==> src/rtl/wb_port_arbiter.sv <==
// Register-file write-port arbiter: the writeback stage (A) normally owns the port, and
// long-latency results (B) queue in a small FIFO that drains into idle or starved cycles.
module wb_port_arbiter #(
    parameter int WORD       = 32,
    parameter int W_RD       = 5,
    parameter int DEPTH      = 2,
    parameter int STARVE_MAX = 4
) (
    input  logic                     clk,
    input  logic                     rst,
    input  logic                     a_v_i,
    input  logic                     a_wb_i,
    input  logic [W_RD-1:0]          a_rd_num_i,
    input  logic [WORD-1:0]          a_data_i,
    output logic                     a_stall_o,
    input  logic                     b_v_i,
    output logic                     b_ready_o,
    input  logic [W_RD-1:0]          b_rd_num_i,
    input  logic [WORD-1:0]          b_data_i,
    output logic [$clog2(DEPTH):0]   pend_o,
    output logic                     wb_o,
    output logic [W_RD-1:0]          wbr_num_o,
    output logic [WORD-1:0]          wb_data_o
);

    localparam int PW = $clog2(DEPTH);
    localparam int CW = $clog2(STARVE_MAX + 1);
    localparam logic [PW:0]   FULL_CNT = (PW + 1)'(DEPTH);
    localparam logic [CW-1:0] CNT_MAX  = CW'(STARVE_MAX);

    logic [W_RD-1:0] rd_mem   [DEPTH];
    logic [WORD-1:0] data_mem [DEPTH];

    logic [PW-1:0]   wr_ptr_q, wr_ptr_d;
    logic [PW-1:0]   rd_ptr_q, rd_ptr_d;
    logic [PW:0]     pend_q, pend_d;
    logic [CW-1:0]   cnt_q, cnt_d;
    logic            wb_q, wb_d;
    logic [W_RD-1:0] wbr_num_q, wbr_num_d;
    logic [WORD-1:0] wb_data_q, wb_data_d;

    logic a_req;
    logic not_empty;
    logic push;
    logic store;
    logic pop;
    logic force_drain;

    assign a_req       = a_v_i & a_wb_i & (a_rd_num_i != '0);
    assign not_empty   = (pend_q != '0);
    assign b_ready_o   = (pend_q != FULL_CNT);
    assign push        = b_v_i & b_ready_o;
    // Results aimed at x0 are handshaken but never occupy a slot.
    assign store       = push & (b_rd_num_i != '0);
    assign force_drain = not_empty & (cnt_q == CNT_MAX);
    assign pop         = force_drain | (~a_req & not_empty);
    assign a_stall_o   = force_drain & a_v_i;

    assign pend_o    = pend_q;
    assign wb_o      = wb_q;
    assign wbr_num_o = wbr_num_q;
    assign wb_data_o = wb_data_q;

    genvar gi;
    generate
        for (gi = 0; gi < DEPTH; gi++) begin : g_slot
            always_ff @(posedge clk) begin
                if (store && (wr_ptr_q == PW'(gi))) begin
                    rd_mem[gi]   <= b_rd_num_i;
                    data_mem[gi] <= b_data_i;
                end
            end
        end
    endgenerate

    always_comb begin
        wb_d      = 1'b0;
        wbr_num_d = '0;
        wb_data_d = '0;
        if (pop) begin
            wb_d      = 1'b1;
            wbr_num_d = rd_mem[rd_ptr_q];
            wb_data_d = data_mem[rd_ptr_q];
        end else if (a_req) begin
            wb_d      = 1'b1;
            wbr_num_d = a_rd_num_i;
            wb_data_d = a_data_i;
        end
    end

    always_comb begin
        wr_ptr_d = store ? wr_ptr_q + 1'b1 : wr_ptr_q;
        rd_ptr_d = pop ? rd_ptr_q + 1'b1 : rd_ptr_q;
        pend_d   = pend_q;
        if (store && !pop) begin
            pend_d = pend_q + 1'b1;
        end else if (pop && !store) begin
            pend_d = pend_q - 1'b1;
        end
        // The wait counter measures how long the current head has been passed over.
        cnt_d = cnt_q;
        if (!not_empty || pop) begin
            cnt_d = '0;
        end else if (cnt_q != CNT_MAX) begin
            cnt_d = cnt_q + 1'b1;
        end
    end

    always_ff @(posedge clk or posedge rst) begin
        if (rst) begin
            wr_ptr_q  <= '0;
            rd_ptr_q  <= '0;
            pend_q    <= '0;
            cnt_q     <= '0;
            wb_q      <= 1'b0;
            wbr_num_q <= '0;
            wb_data_q <= '0;
        end else begin
            wr_ptr_q  <= wr_ptr_d;
            rd_ptr_q  <= rd_ptr_d;
            pend_q    <= pend_d;
            cnt_q     <= cnt_d;
            wb_q      <= wb_d;
            wbr_num_q <= wbr_num_d;
            wb_data_q <= wb_data_d;
        end
    end

endmodule

==> config.mk <==
export PLATFORM = sky130hd
export DESIGN_NAME = wb_port_arbiter
export DESIGN_NICKNAME = d
export VERILOG_FILES = /design/src/rtl/wb_port_arbiter.sv
export SDC_FILE = /design/constraint.sdc
export NUM_CORES = 1
export LEC_CHECK = 0
export BUFFER_PORTS_ARGS = -buffer_cell sky130_fd_sc_hd__buf_2
export CORE_MARGIN = 2
export CORE_UTILIZATION = 45
export CTS_CLUSTER_DIAMETER = 50
export DETAILED_ROUTE_END_ITERATION = 16
export GPL_TIMING_DRIVEN = 0
export PLACE_DENSITY_LB_ADDON = 0.2
export SYNTH_ARGS = -nofsm -noshare
export SYNTH_HDL_FRONTEND = slang
export SYNTH_SLANG_ARGS = --single-unit
==> constraint.sdc <==
create_clock -name clk -period 3.7 [get_ports clk]
set_input_delay 0 -clock clk [delete_from_list [all_inputs] [get_ports clk]]
set_output_delay 0 -clock clk [all_outputs]
set_load 0.01 [all_outputs]
==> flow_metrics.tcl <==
set metrics [dict create \
    status "completed" \
    place_area_um2 5330 \
    cp-end-kind "register" \
    min_period_over_period 0.526 \
    worstHoldPathType "input port to asynchronous set/reset pin" \
    cts_hold_buf 80 \
    clock_path_buffers 2 \
    num_rows 36 \
    drcViolationCount 0 \
    crit_required_ps 4090 \
    grt.total_usage 0.193 \
    final_cell_mix "buf_2, dlygate4sd3_1, edfxtp_1, dfrtp_1, nand2_1" \
    yosys.area_share.xor_xnor 0.00974 \
    core_um2 9730 \
    postCtsSetupBuffers 0 \
    max_stage_delay_ps 460 \
    ir_worst_vdd_mv 0.420 \
    antenna_found_initial 0 \
    period_needed_ps 1950 \
    cp-start-kind "register" \
    synthAdderAreaFrac 0.00834 \
    synthArstFlopShare 0.378 \
    skew_ps 9.62 \
    die-area_um2 10800 \
    setup_viol 0 \
    gp_congestion 0.750 \
    fin_ws_ps 1750 \
    synth.mux.area_fraction 0.0846 \
    cts-buffers-inserted 17 \
    cts_root_buf "clkbuf_8" \
    synth_top_family_by_area "multiplexers" \
    grt_overflow_total 0 \
    final_cell_area_um2 6720 \
    htree_num_levels 4 \
    via_count 3087 \
    crit_type "register to register" \
    syn_nets 364 \
    grt_pass1_wl_um 15800 \
    dp_hpwl_um 6220 \
    synth_area_leaders "edfxtp_1, dfrtp_1, mux2i_1" \
    path_cells "nor2_1 -> clkbuf_1 -> a21o_1 -> ha_1 -> xor2_1 -> nor2_1 -> xor2_1" \
    synth_compound_area_frac 0.0729 \
    fin_nets 586 \
    dr.pass1.iters 4 \
    ys_ff_latch 119 \
    clock_latency_ps 510 \
    cap_violations 0 \
    drt-total-wl_um 9850 \
    syn2layout_area_growth_pct 49.4 \
    vias_per_cell 4.75 \
    grt_pass1_vias 3243 \
    cts_tree "done" \
    worst_pin_slew_ps 771 \
    hold_viol 0 \
    critPathSlowestCell "dfrtp_1" \
    grt_max_degree 29 \
    pin_count 121 \
    cts_resized 0 \
    synth_top_area_frac 0.494 \
    hold_ws_ps 43.3 \
    synthDistinctLibCells 26 \
    final_max_slew_viol_count 0 \
    fmax_mhz 513 \
    clk_pin_slew_ps 50 \
    p_leak_nw 2.89 \
    die_w_um 104 \
    portBuffers 120 \
    synth_edf_count 74 \
    yosys_warnings 0 \
    synth_area_um2 4500 \
    slew_headroom 0.486 \
    ant_nets 0 \
    wl_per_cell_um 15.2 \
    utilization 0.691 \
    critPathBufInv 1 \
    seq_area_frac_synth 0.744 \
    synthFlopType "edfxtp_1" \
    synthSimpleGateAreaFrac 0.0517 \
    antenna_cells 0 \
    numClockSinks 119 \
    cp.arrival_ps 2340 \
    place_ws_ps 1750 \
    p_per_area_nw_per_um2 715 \
    die_y_um 104 \
    drt_iter0_drc 88 \
    postSynthAreaPerCell_um2 16.0 \
    cp_top_family "flip-flops" \
    synthCells 282 \
    final_layout_size_suffix_gt1_frac 0.321 \
    rsz0062_at_grt "false" \
    layout_commonest_cell "buf_2" \
    worstPathMaxFanout 10 \
    synth_top_area_cell "edfxtp_1" \
    start_util 0.462 \
]
routing by layer:
layer / wire [um] / GRT usage
met1: 4210 / 0.228
met2: 5140 / 0.333
met3: 360 / 0.0533
met4: 141 / 0.0840
met5: 0 / 0
final timing paths:
check / start / end / slack (ps) / cells after the start
max in group asynchronous: rst / rd_ptr_q / 3150 / 4
min in group clk: a_v_i / cnt_q[0] / 100 / 4
worst min register to register: wr_ptr_q / wr_ptr_q / 550 / 1
worst max-delay path: pend_o[0] / pend_o[1] / 1750 / 7
worst min-delay path: rst / wb_data_o[31] / 40 / 3
worst max register to register: pend_o[0] / pend_o[1] / 1750 / 7
registers in the layout, summed over array words and instances (netlist names):
signal and count:
data_mem 64, wb_data_o 32, rd_mem 10, wbr_num_o 5, cnt_q 3, pend_o 2
rd_ptr_q 1, wb_o 1, wr_ptr_q 1
final cells by class:
type / instances / area (um2)
plain buffers: 15 / 113
repair buffers: 203 / 1460
multi-input cells: 144 / 1030
flip-flops and latches: 119 / 3350
well taps: 133 / 166
inverters: 4 / 15.0
fillers: 702 / 3010
clock inverters: 11 / 156
clock buffers: 21 / 429
power breakdown:
group          internal, W  leakage, nW  total [W]  switching, W
registers          0.00183         1.24    0.00195      0.000114
logic             0.000540         1.37    0.00123      0.000689
clock network      0.00108        0.287    0.00163      0.000545
total              0.00346         2.89    0.00480       0.00135
synth_stat cells, types with 2 or more instances:
cell and n:
edfxtp_1 74, clkbuf_1 5, buf_6 7, xnor2_1 3
and3_1 2, mux2i_1 38, nor2_1 6, inv_1 4
o31ai_1 35, nand2_1 40, nor3_1 2, and2_1 2
xor2_1 2, buf_2 3, ha_1 3, dfrtp_1 45
o21ai_0 2
cells by family after synthesis:
group / after synthesis
muxes: 38
DFF: 119
AOI/OAI and AO/OA: 42
buffers and inverters: 19
and+or+nand+nor: 56
xor gates and xnor gates: 5
adders and majority gates: 3
per-stage QoR:
step	setup TNS, ps	total power, W	cells
after detailed placement	0	0.00316	538
final	0	0.00480	650
after global routing	0	0.00505	650
after global placement	-2160	0.00309	535
after floorplan	0	0.00268	282
after CTS	0	0.00485	650
worst reg2reg max path, delay by kind of cell (launching register included):
kind | cells | cell delay, ps
buffers and inverters | 1 | 430
xor gates and xnor gates | 2 | 280
DFF | 1 | 460
and+or+nand+nor | 2 | 220
AOI/OAI and AO/OA | 1 | 230
adders and majority gates | 1 | 200
(Power assumes the default switching activity.)
